<file path="src/rtl/mem_bus_arbiter_pkg.sv">
// Shared types and constants for the memory bus arbiter.
// Optional bus timeout abort is enabled by defining ARB_BUS_TIMEOUT_EN.
package mem_bus_arbiter_pkg;

  // Bus sequencer states: one transaction at a time.
  typedef enum logic [1:0] {
    StIdle = 2'd0,
    StBus  = 2'd1,
    StResp = 2'd2
  } arb_state_e;

  // Requester that owns the transaction currently on the bus.
  typedef enum logic {
    OwnIf  = 1'b0,
    OwnMem = 1'b1
  } owner_e;

  localparam logic [31:0] ZeroWord = 32'h0000_0000;
  localparam logic [3:0]  SelAll   = 4'hF;

  // Width of the timeout counter; TIMEOUT_CYCLES must fit (1..255).
  localparam int unsigned WdtWidth = 8;

endpackage

</file>
<file path="src/rtl/mem_bus_arbiter_bus_watchdog.sv">
// Bus watchdog: counts cycles a bus strobe waits without acknowledge and
// flags expiry on the cycle the count reaches Limit.
// Only instantiated when ARB_BUS_TIMEOUT_EN is defined.
module mem_bus_arbiter_bus_watchdog #(
  parameter int unsigned Limit = 255
) (
  input  logic clk,
  input  logic rst,
  input  logic start,
  input  logic clear,
  output logic expire
);
  import mem_bus_arbiter_pkg::*;

  localparam logic [WdtWidth-1:0] LastCount = WdtWidth'(Limit - 1);

  logic [WdtWidth-1:0] cnt_q, cnt_d;

  // Expiry fires on the Limit-th waiting cycle, so the caller aborts after exactly Limit cycles.
  assign expire = start && (cnt_q == LastCount);

  // Next count: clear wins over counting.
  always_comb begin
    cnt_d = cnt_q;
    if (clear) begin
      cnt_d = '0;
    end else if (start) begin
      cnt_d = cnt_q + 1'b1;
    end
  end

  // Counter register.
  always_ff @(posedge clk or negedge rst) begin
    if (!rst) begin
      cnt_q <= '0;
    end else begin
      cnt_q <= cnt_d;
    end
  end

endmodule

</file>
<file path="src/rtl/mem_bus_arbiter.sv">
// Memory bus arbiter: shares one external bus between instruction fetch (IF)
// and data access (MEM). MEM has fixed priority; a flush discards an in-flight
// fetch response. Define ARB_BUS_TIMEOUT_EN to abort unacknowledged cycles
// after TIMEOUT_CYCLES with an err_o pulse.
module mem_bus_arbiter #(
  parameter int unsigned TIMEOUT_CYCLES = 255
) (
  input  logic        clk,
  input  logic        rst,
  input  logic        if_req_i,
  input  logic [31:0] if_addr_i,
  output logic        if_done_o,
  output logic [31:0] if_rdata_o,
  input  logic        mem_req_i,
  input  logic        mem_we_i,
  input  logic [31:0] mem_addr_i,
  input  logic [31:0] mem_wdata_i,
  input  logic [3:0]  mem_sel_i,
  output logic        mem_done_o,
  output logic [31:0] mem_rdata_o,
  input  logic        flush_i,
  output logic        stallreq_o,
  output logic        err_o,
  output logic        bus_req_o,
  output logic        bus_we_o,
  output logic [31:0] bus_addr_o,
  output logic [31:0] bus_wdata_o,
  output logic [3:0]  bus_sel_o,
  input  logic        bus_ack_i,
  input  logic [31:0] bus_rdata_i
);
  import mem_bus_arbiter_pkg::*;

  arb_state_e  state_q, state_d;
  owner_e      owner_q, owner_d;
  logic        discard_q, discard_d;
  logic        err_q, err_d;
  logic        bus_we_q, bus_we_d;
  logic [31:0] bus_addr_q, bus_addr_d;
  logic [31:0] bus_wdata_q, bus_wdata_d;
  logic [3:0]  bus_sel_q, bus_sel_d;
  logic [31:0] if_rdata_q, if_rdata_d;
  logic [31:0] mem_rdata_q, mem_rdata_d;
  logic        timeout;
  logic        in_bus;
  logic        in_resp;

  assign in_bus  = (state_q == StBus);
  assign in_resp = (state_q == StResp);

`ifdef ARB_BUS_TIMEOUT_EN
  // Counts only waiting BUS cycles; an ack in the terminal cycle suppresses expiry.
  mem_bus_arbiter_bus_watchdog #(
    .Limit (TIMEOUT_CYCLES)
  ) u_bus_watchdog (
    .clk    (clk),
    .rst    (rst),
    .start  (in_bus && !bus_ack_i),
    .clear  (!in_bus),
    .expire (timeout)
  );
`else
  assign timeout = 1'b0;
  logic unused_timeout_cfg;
  assign unused_timeout_cfg = ^TIMEOUT_CYCLES;
`endif

  // Next-state logic for the bus sequencer, bus latches and read-data registers.
  always_comb begin
    state_d     = state_q;
    owner_d     = owner_q;
    discard_d   = discard_q;
    err_d       = err_q;
    bus_we_d    = bus_we_q;
    bus_addr_d  = bus_addr_q;
    bus_wdata_d = bus_wdata_q;
    bus_sel_d   = bus_sel_q;
    if_rdata_d  = if_rdata_q;
    mem_rdata_d = mem_rdata_q;
    unique case (state_q)
      StIdle: begin
        discard_d = 1'b0;
        err_d     = 1'b0;
        if (mem_req_i) begin
          owner_d     = OwnMem;
          bus_we_d    = mem_we_i;
          bus_addr_d  = mem_addr_i;
          bus_wdata_d = mem_wdata_i;
          bus_sel_d   = mem_sel_i;
          state_d     = StBus;
        end else if (if_req_i && !flush_i) begin
          owner_d     = OwnIf;
          bus_we_d    = 1'b0;
          bus_addr_d  = if_addr_i;
          bus_wdata_d = ZeroWord;
          bus_sel_d   = SelAll;
          state_d     = StBus;
        end
      end
      StBus: begin
        // A flushed fetch still completes on the bus; only its response is dropped.
        if (owner_q == OwnIf && flush_i) begin
          discard_d = 1'b1;
        end
        if (bus_ack_i) begin
          state_d = StResp;
          if (owner_q == OwnMem) begin
            mem_rdata_d = bus_we_q ? ZeroWord : bus_rdata_i;
          end else if (!discard_d) begin
            if_rdata_d = bus_rdata_i;
          end
        end else if (timeout) begin
          state_d = StResp;
          err_d   = 1'b1;
          if (owner_q == OwnMem) begin
            mem_rdata_d = ZeroWord;
          end else if (!discard_d) begin
            if_rdata_d = ZeroWord;
          end
        end
      end
      StResp: begin
        state_d = StIdle;
      end
      default: begin
        state_d = StIdle;
      end
    endcase
  end

  // State and datapath registers.
  always_ff @(posedge clk or negedge rst) begin
    if (!rst) begin
      state_q     <= StIdle;
      owner_q     <= OwnIf;
      discard_q   <= 1'b0;
      err_q       <= 1'b0;
      bus_we_q    <= 1'b0;
      bus_addr_q  <= ZeroWord;
      bus_wdata_q <= ZeroWord;
      bus_sel_q   <= 4'h0;
      if_rdata_q  <= ZeroWord;
      mem_rdata_q <= ZeroWord;
    end else begin
      state_q     <= state_d;
      owner_q     <= owner_d;
      discard_q   <= discard_d;
      err_q       <= err_d;
      bus_we_q    <= bus_we_d;
      bus_addr_q  <= bus_addr_d;
      bus_wdata_q <= bus_wdata_d;
      bus_sel_q   <= bus_sel_d;
      if_rdata_q  <= if_rdata_d;
      mem_rdata_q <= mem_rdata_d;
    end
  end

  // Outputs decode from registered state only, so bus_ack_i never reaches them combinationally.
  always_comb begin
    bus_req_o   = in_bus;
    bus_we_o    = bus_we_q;
    bus_addr_o  = bus_addr_q;
    bus_wdata_o = bus_wdata_q;
    bus_sel_o   = bus_sel_q;
    // A flush in the response cycle also cancels the fetch done pulse.
    if_done_o   = in_resp && (owner_q == OwnIf) && !discard_q && !flush_i;
    mem_done_o  = in_resp && (owner_q == OwnMem);
    err_o       = err_q && (if_done_o || mem_done_o);
    if_rdata_o  = if_rdata_q;
    mem_rdata_o = mem_rdata_q;
    stallreq_o  = (if_req_i && !if_done_o && !flush_i) || (mem_req_i && !mem_done_o);
  end

endmodule

</file>
<file path="config.mk">
export PLATFORM = sky130hd
export DESIGN_NAME = mem_bus_arbiter
export DESIGN_NICKNAME = d
export VERILOG_FILES = /design/src/rtl/mem_bus_arbiter_pkg.sv /design/src/rtl/mem_bus_arbiter_bus_watchdog.sv /design/src/rtl/mem_bus_arbiter.sv
export SDC_FILE = /design/constraint.sdc
export NUM_CORES = 1
export LEC_CHECK = 0
export ABC_CLOCK_PERIOD_IN_PS = 3900
export CORE_ASPECT_RATIO = 2
export CORE_MARGIN = 2
export CORE_UTILIZATION = 45
export DETAILED_ROUTE_END_ITERATION = 16
export PLACE_DENSITY = 0.87
export SETUP_SLACK_MARGIN = 0.1
export SLEW_MARGIN = 20
export SYNTH_ARGS = -nofsm -noshare
export SYNTH_HDL_FRONTEND = slang
export SYNTH_SLANG_ARGS = --single-unit
</file>
<file path="constraint.sdc">
create_clock -name clk -period 3.9 [get_ports clk]
set_input_delay 0.39 -clock clk [delete_from_list [all_inputs] [get_ports clk]]
set_output_delay 0.39 -clock clk [all_outputs]
set_load 0.02 [all_outputs]
</file>
==> run_summary.xml, run 1 <==
<?xml version="1.0" encoding="UTF-8"?>
<metrics>
  <group name="outcome">
    <metric name="outcome" unit="">finished, final reports clean</metric>
  </group>
  <group name="synthesis">
    <metric name="synth-warning-count" unit="">0</metric>
    <metric name="syn_inst" unit="">421</metric>
    <metric name="synth_seq_cells" unit="">137</metric>
    <metric name="synth_largest_type_area_fraction" unit="%">58.3</metric>
    <metric name="seq_area_frac_synth" unit="%">58.3</metric>
    <metric name="async_flop_share" unit="%">100</metric>
    <metric name="synth.top_cells.by_area" unit="">sky130_fd_sc_hd__dfrtp_1 58%, sky130_fd_sc_hd__mux2_4 14%, sky130_fd_sc_hd__mux2_2 7.7%</metric>
    <metric name="postSynthNetCount" unit="">560</metric>
    <metric name="post_synthesis_instance_area" unit="sq um">5880</metric>
    <metric name="synth_edf_count" unit="">0</metric>
    <metric name="syn_area_per_cell" unit="sq um">14.0</metric>
    <metric name="synth_top_flop_cell" unit="">sky130_fd_sc_hd__dfrtp_1</metric>
    <metric name="synth_top_area_cell" unit="">sky130_fd_sc_hd__dfrtp_1</metric>
    <metric name="ys_types" unit="">29</metric>
  </group>
  <group name="critical_path">
    <metric name="cp.arrival" unit="ns">2.28</metric>
    <metric name="critPathMaxFanout" unit="">6</metric>
    <metric name="ff2ff_setup_slack" unit="ns">1.78</metric>
    <metric name="worstSetupStartpointType" unit="">flop</metric>
    <metric name="worstSetupEndpointType" unit="">primary output</metric>
    <metric name="path_class" unit="">flop to primary output</metric>
    <metric name="timing.reg2reg.worst_path_depth" unit="">4</metric>
    <metric name="regToRegEndpoint" unit="">bus_addr_o[6]</metric>
    <metric name="crit_required" unit="ns">3.51</metric>
    <metric name="reg2reg_from" unit="">state_q[0]</metric>
  </group>
  <group name="global_route">
    <metric name="grt_pass1_vias" unit="">4884</metric>
    <metric name="first_pass_grt_wire_length" unit="mm">26.7</metric>
    <metric name="grt_usage" unit="%">24.3</metric>
    <metric name="pin_count_of_the_biggest_net_entering_global_routing" unit="">109</metric>
    <metric name="gr-total-overflow" unit="">0</metric>
    <metric name="antenna_found_initial" unit="">0</metric>
  </group>
  <group name="place">
    <metric name="detailedPlacementHpwl" unit="mm">12.3</metric>
    <metric name="gp_congestion" unit="">0.876</metric>
    <metric name="port_buffers" unit="">275</metric>
  </group>
  <group name="clock_network">
    <metric name="cts_tree" unit="">built</metric>
    <metric name="postCtsSetupRepairBufs" unit="">0</metric>
    <metric name="clock_sinks" unit="">137</metric>
    <metric name="cts_buffers" unit="">17</metric>
    <metric name="cts_root_buffer" unit="">sky130_fd_sc_hd__clkbuf_16</metric>
    <metric name="postCtsResizedCells" unit="">0</metric>
    <metric name="clock_latency" unit="ns">0.40</metric>
    <metric name="cts.htree.levels" unit="">4</metric>
    <metric name="clock_transition_at_the_register_clock_pins_on_the_worst_setup_and_hold_paths_after_cts" unit="ns">0.06</metric>
    <metric name="cts.hold.buffers_added" unit="">0</metric>
    <metric name="largest_buffer_count_on_any_clock_path" unit="">2</metric>
  </group>
  <group name="pwr">
    <metric name="pwr-share-seq" unit="%">32.7</metric>
    <metric name="leakagePower" unit="nW">4.12</metric>
    <metric name="combinational_fraction_of_design_power" unit="%">48.2</metric>
    <metric name="p_clk_share" unit="%">19.0</metric>
    <metric name="netSwitchingFraction" unit="%">36.2</metric>
    <metric name="pwr_density_cell" unit="nW/um^2">863</metric>
    <metric name="internal_power" unit="mW">5.08</metric>
    <metric name="peakVddDrop" unit="uV">604</metric>
    <metric name="power.net_switching" unit="mW">2.89</metric>
  </group>
  <group name="timing">
    <metric name="slew_headroom" unit="%">36.0</metric>
    <metric name="max_clock_freq" unit="GHz">0.374</metric>
    <metric name="slew_violations" unit="">0</metric>
    <metric name="tns" unit="ns">0</metric>
    <metric name="finalSetupViolations" unit="">0</metric>
    <metric name="worst_clock_skew" unit="ns">0.00856</metric>
    <metric name="max_slew.worst_pin.slew" unit="ns">0.960</metric>
    <metric name="post-route-period-util" unit="%">68.6</metric>
    <metric name="hold_viol" unit="">0</metric>
    <metric name="final.min_clock_period" unit="ns">2.67</metric>
    <metric name="setup_repair_after_global_routing_missed_its_margin" unit="">no</metric>
  </group>
  <group name="cells_and_area">
    <metric name="multiInputGateArea" unit="sq um">2250</metric>
    <metric name="antenna_cells" unit="">0</metric>
    <metric name="ratio_of_cells_with_drive_above_1_in_the_final_layout" unit="%">19.7</metric>
    <metric name="final_core_util" unit="%">71.5</metric>
    <metric name="regArea" unit="sq um">3430</metric>
    <metric name="num-fill-cells" unit="">872</metric>
    <metric name="final_nets" unit="">831</metric>
    <metric name="area_growth_syn_to_layout" unit="%">57.0</metric>
  </group>
  <group name="floorplan">
    <metric name="core_region_area" unit="sq um">12900</metric>
    <metric name="starting_density_of_the_core" unit="%">45.5</metric>
    <metric name="ios" unit="">277</metric>
    <metric name="die-width" unit="um">84.8</metric>
    <metric name="die_h" unit="um">166</metric>
    <metric name="die_area" unit="sq um">14100</metric>
    <metric name="num_rows" unit="">59</metric>
  </group>
  <group name="detailed_routing">
    <metric name="detailroute.via_count" unit="">4417</metric>
    <metric name="route.detailed.drc" unit="">0</metric>
    <metric name="routed_via_density" unit="">5.15</metric>
    <metric name="detailedRoute.firstPassIterationCount" unit="">4</metric>
    <metric name="finalWirelength" unit="mm">16.6</metric>
    <metric name="drtIter0Drc" unit="">139</metric>
    <metric name="route.detailed.wl_per_inst" unit="um">19.4</metric>
    <metric name="antenna_left" unit="">0</metric>
  </group>
  <group name="job">
    <metric name="maxCapViolations" unit="">0</metric>
  </group>
  <group name="worst_hold_path">
    <metric name="hold_class" unit="">input pin to asynchronous set/reset pin</metric>
  </group>
</metrics>
[worst max path at each step]
stage | start | end | slack [ns] | cells past startpoint
2_1_floorplan | state_q[0] | stallreq_o | 2.20 | 3
3_3_place_gp | mem_req_i | bus_addr_o[17] | 1.21 | 4
4_1_cts | state_q[0] | stallreq_o | 1.21 | 4
5_1_grt | state_q[0] | stallreq_o | 1.14 | 4
6_report | state_q[0] | stallreq_o | 1.23 | 4
3_5_place_dp | mem_req_i | bus_addr_o[19] | 1.13 | 4
[cell usage after synthesis (2+ instances only)]
master                       n
sky130_fd_sc_hd__a21oi_1     2
sky130_fd_sc_hd__a22o_1     33
sky130_fd_sc_hd__buf_12      3
sky130_fd_sc_hd__buf_2       8
sky130_fd_sc_hd__buf_4       2
sky130_fd_sc_hd__buf_6       4
sky130_fd_sc_hd__clkbuf_1   11
sky130_fd_sc_hd__dfrtp_1   137
sky130_fd_sc_hd__inv_1       3
sky130_fd_sc_hd__mux2_2     40
sky130_fd_sc_hd__mux2_4     56
sky130_fd_sc_hd__nand2_1    35
sky130_fd_sc_hd__nand2b_1   34
sky130_fd_sc_hd__nor2_1      2
sky130_fd_sc_hd__nor2b_1     2
sky130_fd_sc_hd__o21ai_0    33
sky130_fd_sc_hd__o22a_1      4
[cells in the final DEF (no fill, tap or decap), drive strengths merged, types with 2 or more instances in the layout]
cell and count:
clkbuf 19, nor2b 2, clkinvlp 2, nand2 36, a21oi 2, inv 6
o21ai 34, nand2b 34, mux2 96, clkinv 7, dfrtp 137, a22o 33
nor2 3, o22a 4, buf 6, clkdlybuf4s50 274
[cell type report]
type / count / share of cell area [%]
inverters: 3 / 0.122
clock buffers: 19 / 4.80
repair buffers: 280 / 30.2
clock inverters: 13 / 1.30
flip-flops and latches: 137 / 37.1
well taps: 152 / 2.06
multi-input cells: 253 / 24.3
[metal layers]
metal	vias up	routed length [um]	global-route usage, %
li1	2020	-	-
met1	2176	5940	27.9
met2	187	9220	43.8
met3	34	856	5.03
met4	0	567	9.11
met5	-	0	0
[worst max-delay path: stages, from the launching register on]
cell and delay, ns:
sky130_fd_sc_hd__dfrtp_1 0.43, sky130_fd_sc_hd__or4b_2 0.69, sky130_fd_sc_hd__a21oi_1 0.16, sky130_fd_sc_hd__a21oi_1 0.06
sky130_fd_sc_hd__clkdlybuf4s50_1 0.55
[registers in the layout, summed over array words and instances, names as in the netlist]
signal,flops
bus_sel_o,4
mem_rdata_o,32
bus_we_o,1
state_q,2
bus_wdata_o,32
discard_q,1
if_rdata_o,32
bus_addr_o,32
owner_q,1
[cell families after synthesis]
logic type | after synthesis | share of synthesized area, %
flip-flops | 137 | 58.3
AO/OA/AOI/OAI | 76 | 9.00
other | 1 | 0.0638
multiplexers | 96 | 22.0
AND/OR/NAND/NOR | 80 | 7.06
buffers and inverters | 31 | 3.62
[through the flow]
stage	total power [mW]	setup slack [ns]	instance area, sq um	instances	hold WS (ns)
CTS	8.03	1.21	9230	857	0.162
floorplan	4.60	2.20	5880	421	0.0944
global placement	6.34	1.21	8660	825	0.463
global route	8.35	1.14	9230	857	0.185
detailed placement	6.46	1.13	8660	825	0.469
finish	7.96	1.23	9230	857	0.133
[power by group through the flow]
stage | logic [mW] | registers (mW) | clock network (mW)
final | 3.84 | 2.61 | 1.52
after global routing | 4.05 | 2.69 | 1.61
after CTS | 3.88 | 2.61 | 1.54
after detailed placement | 3.87 | 2.60 | 0
after global placement | 3.76 | 2.57 | 0
after floorplan | 1.28 | 3.32 | 0
(Power assumes the default switching activity.)
==> run 2: changes to the inputs <==
--- a/config.mk
+++ b/config.mk
@@ -5,12 +5,12 @@
 export SDC_FILE = /design/constraint.sdc
 export NUM_CORES = 1
 export LEC_CHECK = 0
-export ABC_CLOCK_PERIOD_IN_PS = 3900
+export ABC_CLOCK_PERIOD_IN_PS = 2800
 export CORE_ASPECT_RATIO = 2
 export CORE_MARGIN = 2
-export CORE_UTILIZATION = 45
+export CORE_UTILIZATION = 41
 export DETAILED_ROUTE_END_ITERATION = 16
-export PLACE_DENSITY = 0.87
+export PLACE_DENSITY = 0.8
 export SETUP_SLACK_MARGIN = 0.1
 export SLEW_MARGIN = 20
 export SYNTH_ARGS = -nofsm -noshare
==> constraint.sdc (replaced) <==
create_clock -name clk -period 2.8 [get_ports clk]
set_input_delay 0.28 -clock clk [delete_from_list [all_inputs] [get_ports clk]]
set_output_delay 0.28 -clock clk [all_outputs]
set_load 0.02 [all_outputs]
==> run 2 against run 1 <==
Clock power increased by 45%. Core utilization decreased by 5.4 points. Largest power group unchanged. Largest cell class unchanged. Final cell count increased by 5.3%. Global-route usage decreased by 4.1 points. Non-clock buffer count increased by 5. First-iteration DRC count increased by 5.0%. Critical path depth unchanged. Worst setup slack got worse by 1.0 ns. Clock skew increased by 0.0031 ns. Critical path type unchanged. Via count decreased by 1.5%. Total power increased by 39%. Register-to-register slack got worse by 0.66 ns.
==> run_summary.xml, run 2 (same netlist as run 1, synthesis figures left out) <==
<?xml version="1.0" encoding="UTF-8"?>
<metrics>
  <group name="place">
    <metric name="port_buffers" unit="">275</metric>
    <metric name="gp_congestion" unit="">0.783</metric>
    <metric name="detailedPlacementHpwl" unit="mm">11.3</metric>
    <metric name="placedInstanceArea" unit="sq um">8770</metric>
  </group>
  <group name="critical_path">
    <metric name="critPathMaxStageDelay" unit="ns">0.69</metric>
    <metric name="critical_path.most_common_cell" unit="">sky130_fd_sc_hd__a21oi_1</metric>
    <metric name="path_delay_family" unit="">simple AND/OR/NAND/NOR gates</metric>
    <metric name="crit_path_slowest_cell" unit="">sky130_fd_sc_hd__or4b_2</metric>
    <metric name="worstSetupStartpointType" unit="">flop</metric>
    <metric name="cp.buffers_inverters" unit="">1</metric>
    <metric name="timing.critical_path.cells" unit="">or4b_2 -&gt; a21oi_1 -&gt; a21oi_1 -&gt; clkdlybuf4s50_1</metric>
    <metric name="critPathMaxFanout" unit="">6</metric>
    <metric name="path_class" unit="">flop to primary output</metric>
    <metric name="cp.arrival" unit="ns">2.33</metric>
    <metric name="crit_required" unit="ns">2.52</metric>
    <metric name="worstSetupEndpointType" unit="">primary output</metric>
  </group>
  <group name="timing">
    <metric name="tns" unit="ns">0</metric>
    <metric name="slew_headroom" unit="%">50.0</metric>
    <metric name="final.min_clock_period" unit="ns">2.61</metric>
    <metric name="finalSetupViolations" unit="">0</metric>
    <metric name="setup_repair_after_global_routing_missed_its_margin" unit="">no</metric>
    <metric name="hold_viol" unit="">0</metric>
    <metric name="whs" unit="ns">0.469</metric>
    <metric name="max_slew.worst_pin.slew" unit="ns">0.750</metric>
    <metric name="slew_violations" unit="">0</metric>
    <metric name="post-route-period-util" unit="%">93.2</metric>
    <metric name="worst_clock_skew" unit="ns">0.0116</metric>
    <metric name="max_clock_freq" unit="GHz">0.383</metric>
  </group>
  <group name="detailed_routing">
    <metric name="route.detailed.wl_per_inst" unit="um">17.1</metric>
    <metric name="antenna_left" unit="">0</metric>
    <metric name="detailedRoute.firstPassIterationCount" unit="">4</metric>
    <metric name="route.detailed.drc" unit="">0</metric>
    <metric name="detailroute.via_count" unit="">4351</metric>
    <metric name="drtIter0Drc" unit="">146</metric>
    <metric name="finalWirelength" unit="mm">15.5</metric>
    <metric name="routed_via_density" unit="">4.82</metric>
  </group>
  <group name="floorplan">
    <metric name="die_area" unit="sq um">15400</metric>
    <metric name="die_h" unit="um">173</metric>
    <metric name="die-width" unit="um">88.7</metric>
    <metric name="ios" unit="">277</metric>
    <metric name="starting_density_of_the_core" unit="%">41.4</metric>
    <metric name="core_region_area" unit="sq um">14200</metric>
    <metric name="num_rows" unit="">62</metric>
  </group>
  <group name="pwr">
    <metric name="leakagePower" unit="nW">4.15</metric>
    <metric name="design_power_total" unit="mW">11.1</metric>
    <metric name="pwr_density_cell" unit="nW/um^2">1180</metric>
    <metric name="peakVddDrop" unit="uV">605</metric>
  </group>
  <group name="global_route">
    <metric name="antenna_found_initial" unit="">0</metric>
    <metric name="grt_usage" unit="%">20.3</metric>
    <metric name="grt_pass1_vias" unit="">4635</metric>
    <metric name="pin_count_of_the_biggest_net_entering_global_routing" unit="">82</metric>
    <metric name="gr-total-overflow" unit="">0</metric>
    <metric name="first_pass_grt_wire_length" unit="mm">24.0</metric>
  </group>
  <group name="worst_hold_path">
    <metric name="hold_class" unit="">input pin to flop</metric>
  </group>
  <group name="cells_and_area">
    <metric name="final_nets" unit="">836</metric>
    <metric name="final_cell_mix" unit="">273 x sky130_fd_sc_hd__clkdlybuf4s50_1, 137 x sky130_fd_sc_hd__dfrtp_1, 56 x sky130_fd_sc_hd__mux2_4</metric>
    <metric name="ratio_of_cells_with_drive_above_1_in_the_final_layout" unit="%">20.3</metric>
    <metric name="antenna_cells" unit="">0</metric>
    <metric name="finalInstanceArea" unit="sq um">9370</metric>
    <metric name="final_core_util" unit="%">66.0</metric>
    <metric name="area_growth_syn_to_layout" unit="%">59.4</metric>
    <metric name="most_frequent_standard_cell_in_the_layout_excluding_fill_and_tap_cells" unit="">sky130_fd_sc_hd__clkdlybuf4s50_1</metric>
  </group>
  <group name="clock_network">
    <metric name="postCtsResizedCells" unit="">0</metric>
    <metric name="cts_buffers" unit="">17</metric>
    <metric name="postCtsSetupRepairBufs" unit="">0</metric>
    <metric name="clock_transition_at_the_register_clock_pins_on_the_worst_setup_and_hold_paths_after_cts" unit="ns">0.06</metric>
    <metric name="clock_sinks" unit="">137</metric>
    <metric name="cts.htree.levels" unit="">4</metric>
    <metric name="cts.hold.buffers_added" unit="">1</metric>
    <metric name="clock_latency" unit="ns">0.40</metric>
    <metric name="largest_buffer_count_on_any_clock_path" unit="">2</metric>
    <metric name="cts_tree" unit="">built</metric>
    <metric name="cts_root_buffer" unit="">sky130_fd_sc_hd__clkbuf_16</metric>
  </group>
  <group name="outcome">
    <metric name="outcome" unit="">finished, final reports clean</metric>
  </group>
  <group name="job">
    <metric name="maxCapViolations" unit="">0</metric>
  </group>
</metrics>
-- run 2: path summary, 6_finish.rpt --
| kind | from | endpoint | slack, ns | cells past startpoint |
|---|---|---|---|---|
| max in group asynchronous | rst | bus_addr_o[2] | 1.56 | 3 |
| hold / removal | bus_rdata_i[23] | mem_rdata_o[23] | 0.47 | 3 |
| hold reg to reg | mem_rdata_o[4] | mem_rdata_o[4] | 0.48 | 2 |
| setup / recovery | state_q[0] | stallreq_o | 0.19 | 4 |
| setup reg to reg | state_q[0] | bus_addr_o[1] | 1.12 | 4 |
| min in group asynchronous | rst | mem_rdata_o[13] | 0.50 | 2 |
-- run 2: area by class of cell --
| class | instances | area [sq um] |
|---|---|---|
| Clock buffer | 17 | 425 |
| Multi-Input combinational cell | 253 | 2240 |
| Fill cell | 1078 | 4820 |
| Tap cell | 192 | 240 |
| Timing Repair Buffer | 285 | 2860 |
| Clock inverter | 15 | 164 |
| Inverter | 3 | 11.3 |
| Sequential cell | 137 | 3430 |
-- run 2: metal layers --
| layer | share of wire (%) | vias up | GRT usage, % | wire length [um] |
|---|---|---|---|---|
| met4 | 0.95 | 0 | 5.11 | 147 |
| li1 | - | 2034 | - | - |
| met5 | 0 | - | 0 | 0 |
| met1 | 39 | 2086 | 24.4 | 6040 |
| met2 | 49 | 221 | 33.0 | 7530 |
| met3 | 11 | 10 | 8.90 | 1750 |
-- run 2: worst min-delay path: cells and delay by family --
family                 cells  cell delay [ns]
buffers and inverters      1             0.42
AOI/OAI and AO/OA          1             0.07
and+or+nand+nor            1             0.07
-- run 2: power breakdown --
group | internal [mW] | switching, mW | leakage [nW]
clock network | 1.33 | 0.873 | 0.285
registers | 2.95 | 0.588 | 1.69
logic | 2.90 | 2.47 | 2.18
-- run 2: stage by stage --
| stage | setup slack, ns | std cells |
|---|---|---|
| after detailed placement | 0.458 | 869 |
| after global routing | 0.121 | 902 |
| after CTS | 0.163 | 902 |
| after global placement | 0.503 | 869 |
| final | 0.191 | 902 |
| after floorplan | 1.21 | 421 |
==> run 3: changes to the inputs <==
--- a/config.mk
+++ b/config.mk
@@ -7,10 +7,10 @@
 export LEC_CHECK = 0
 export ABC_CLOCK_PERIOD_IN_PS = 2800
 export CORE_ASPECT_RATIO = 2
-export CORE_MARGIN = 2
-export CORE_UTILIZATION = 41
+export CORE_MARGIN = 1.5
+export CORE_UTILIZATION = 33
 export DETAILED_ROUTE_END_ITERATION = 16
-export PLACE_DENSITY = 0.8
+export PLACE_DENSITY = 0.67
 export SETUP_SLACK_MARGIN = 0.1
 export SLEW_MARGIN = 20
 export SYNTH_ARGS = -nofsm -noshare
==> run 3 against run 2 <==
Die area is 21% higher. Critical endpoint unchanged. Hold slack worse by 0.010 ns. Clock skew down 0.0059 ns. Clock power is 17% higher. Total power rose by 4.3%. Sequential share of layout area shrank 0.46 points. Count of clock-buffer cells in the layout up 3. Cell area is 1.3% higher.
==> run_summary.xml, run 3 (same netlist as run 1, synthesis figures left out) <==
<?xml version="1.0" encoding="UTF-8"?>
<metrics>
  <group name="critical_path">
    <metric name="worstSetupStartpointType" unit="">flop</metric>
    <metric name="timing.reg2reg.worst_path_depth" unit="">4</metric>
    <metric name="critPathMaxFanout" unit="">6</metric>
    <metric name="crit_required" unit="ns">2.52</metric>
    <metric name="crit_cells" unit="">4</metric>
    <metric name="cp.buffers_inverters" unit="">1</metric>
    <metric name="path_delay_family" unit="">simple AND/OR/NAND/NOR gates</metric>
    <metric name="setup.worst_path.start" unit="">state_q[0]</metric>
    <metric name="timing.critical_path.cells" unit="">or4b_2 -&gt; a21oi_1 -&gt; a21oi_1 -&gt; dlymetal6s2s_1</metric>
    <metric name="reg2reg_from" unit="">state_q[0]</metric>
    <metric name="worstSetupEndpointType" unit="">primary output</metric>
    <metric name="path_class" unit="">flop to primary output</metric>
    <metric name="crit_path_slowest_cell" unit="">sky130_fd_sc_hd__or4b_2</metric>
    <metric name="cp.arrival" unit="ns">2.00</metric>
    <metric name="critPathMaxStageDelay" unit="ns">0.69</metric>
    <metric name="critical_path.most_common_cell" unit="">sky130_fd_sc_hd__a21oi_1</metric>
  </group>
  <group name="clock_network">
    <metric name="largest_buffer_count_on_any_clock_path" unit="">2</metric>
    <metric name="cts_tree" unit="">built</metric>
    <metric name="cts_root_buffer" unit="">sky130_fd_sc_hd__clkbuf_16</metric>
    <metric name="clock_transition_at_the_register_clock_pins_on_the_worst_setup_and_hold_paths_after_cts" unit="ns">0.06</metric>
    <metric name="cts.htree.levels" unit="">4</metric>
    <metric name="postCtsSetupRepairBufs" unit="">0</metric>
    <metric name="clock_sinks" unit="">137</metric>
    <metric name="clock_latency" unit="ns">0.42</metric>
    <metric name="cts_buffers" unit="">17</metric>
  </group>
  <group name="detailed_routing">
    <metric name="detailedRoute.firstPassIterationCount" unit="">4</metric>
    <metric name="m1WireLength" unit="mm">5.95</metric>
    <metric name="routed_via_density" unit="">4.82</metric>
    <metric name="detailroute.wirelength.met3" unit="um">830</metric>
    <metric name="route.detailed.wl_per_inst" unit="um">18.9</metric>
    <metric name="finalWirelength" unit="mm">17.4</metric>
    <metric name="top_layer_used" unit="">met4</metric>
    <metric name="detailroute.via_count" unit="">4432</metric>
    <metric name="route.detailed.drc" unit="">0</metric>
    <metric name="antenna_left" unit="">0</metric>
    <metric name="dr_wl_met2" unit="mm">9.90</metric>
    <metric name="drtIter0Drc" unit="">121</metric>
  </group>
  <group name="timing">
    <metric name="worst_clock_skew" unit="ns">0.00568</metric>
    <metric name="max_slew.worst_pin.slew" unit="ns">0.774</metric>
    <metric name="final.min_clock_period" unit="ns">2.28</metric>
    <metric name="max_clock_freq" unit="GHz">0.440</metric>
    <metric name="post-route-period-util" unit="%">81.3</metric>
    <metric name="finalSetupViolations" unit="">0</metric>
    <metric name="hold_viol" unit="">0</metric>
    <metric name="slew_headroom" unit="%">48.4</metric>
    <metric name="slew_violations" unit="">0</metric>
    <metric name="tns" unit="ns">0</metric>
    <metric name="setup_repair_after_global_routing_missed_its_margin" unit="">no</metric>
  </group>
  <group name="global_route">
    <metric name="grt_usage" unit="%">18.9</metric>
    <metric name="antenna_found_initial" unit="">0</metric>
    <metric name="gr-total-overflow" unit="">0</metric>
    <metric name="first_pass_grt_wire_length" unit="mm">27.2</metric>
    <metric name="grt_pass1_vias" unit="">4998</metric>
    <metric name="pin_count_of_the_biggest_net_entering_global_routing" unit="">84</metric>
  </group>
  <group name="place">
    <metric name="gp_congestion" unit="">0.808</metric>
    <metric name="detailedPlacementHpwl" unit="mm">12.9</metric>
    <metric name="port_buffers" unit="">275</metric>
    <metric name="placedInstanceArea" unit="sq um">8800</metric>
  </group>
  <group name="cells_and_area">
    <metric name="area_growth_syn_to_layout" unit="%">61.4</metric>
    <metric name="antenna_cells" unit="">0</metric>
    <metric name="ratio_of_cells_with_drive_above_1_in_the_final_layout" unit="%">20.1</metric>
    <metric name="num-fill-cells" unit="">1494</metric>
    <metric name="most_frequent_standard_cell_in_the_layout_excluding_fill_and_tap_cells" unit="">sky130_fd_sc_hd__clkdlybuf4s50_1</metric>
    <metric name="final_nets" unit="">837</metric>
    <metric name="final_cell_mix" unit="">273 x sky130_fd_sc_hd__clkdlybuf4s50_1, 137 x sky130_fd_sc_hd__dfrtp_1, 56 x sky130_fd_sc_hd__mux2_4</metric>
    <metric name="finalInstanceArea" unit="sq um">9490</metric>
  </group>
  <group name="floorplan">
    <metric name="ios" unit="">277</metric>
    <metric name="num_rows" unit="">68</metric>
    <metric name="starting_density_of_the_core" unit="%">33.9</metric>
    <metric name="die_area" unit="sq um">18700</metric>
    <metric name="die-width" unit="um">97.4</metric>
    <metric name="core_region_area" unit="sq um">17400</metric>
    <metric name="die_h" unit="um">192</metric>
  </group>
  <group name="job">
    <metric name="maxCapViolations" unit="">0</metric>
  </group>
  <group name="pwr">
    <metric name="internal_power" unit="mW">7.59</metric>
    <metric name="combinational_fraction_of_design_power" unit="%">47.2</metric>
    <metric name="design_power_total" unit="mW">11.6</metric>
    <metric name="netSwitchingFraction" unit="%">34.5</metric>
    <metric name="power.net_switching" unit="mW">4.00</metric>
    <metric name="pwr_density_cell" unit="nW/um^2">1220</metric>
    <metric name="p_clk_share" unit="%">22.3</metric>
    <metric name="leakagePower" unit="nW">4.20</metric>
    <metric name="peakVddDrop" unit="uV">592</metric>
    <metric name="pwr-share-seq" unit="%">30.5</metric>
  </group>
  <group name="outcome">
    <metric name="outcome" unit="">finished, final reports clean</metric>
  </group>
  <group name="worst_hold_path">
    <metric name="hold_class" unit="">input pin to asynchronous set/reset pin</metric>
  </group>
</metrics>
-- run 3: power by group through the flow --
| stage | Clock [mW] | Combinational, mW | Sequential, mW |
|---|---|---|---|
| after floorplan | 0 | 1.78 | 4.63 |
| after global placement | 0 | 5.42 | 3.51 |
| after detailed placement | 0 | 5.53 | 3.54 |
| after CTS | 2.64 | 5.55 | 3.54 |
| after global routing | 2.75 | 5.76 | 3.66 |
| final | 2.58 | 5.47 | 3.54 |
-- run 3: path summary, 6_finish.rpt --
kind                       slack (ns)               to
setup / recovery                 0.52       stallreq_o
hold / removal                   0.46  mem_rdata_o[11]
setup reg to reg                 0.97    bus_addr_o[4]
hold reg to reg                  0.48  mem_rdata_o[17]
max in group asynchronous        1.53  mem_rdata_o[27]
min in group clk                 0.46  mem_rdata_o[29]
-- run 3: final cells by class --
type,count,area [sq um],share of cell area (%)
sequential,137,3430,36.1
timing repair buffer,286,2870,30.2
multi-input combinational,253,2240,23.6
clock buffer,20,467,4.92
tap,210,263,2.77
clock inverter,11,218,2.29
inverter,3,11.3,0.119
-- run 3: routing by layer --
metal  global-route usage [%]  up-vias
met5                        0        -
met4                     10.6        0
met3                     4.15       41
met2                     35.9      182
met1                     18.6     2185
li1                         -     2024
-- run 3: repair_timing --
item	in CTS	in global routing
endpoints found under the setup margin	0	1
resized for setup	0	1
hold endpoints to repair	82	0
hold buffers	1	0
-- run 3: metrics by stage --
stage / worst slack (ns) / utilization [%] / cells / hold WS [ns]
after CTS: 0.180 / 54.7 / 920 / 0.447
final: 0.525 / 54.7 / 920 / 0.458
after global routing: 0.440 / 54.7 / 920 / 0.463
after floorplan: 1.21 / - / 421 / -0.0156
after detailed placement: 0.623 / 50.7 / 888 / 0.391
after global placement: 0.623 / 50.7 / 888 / 0.386
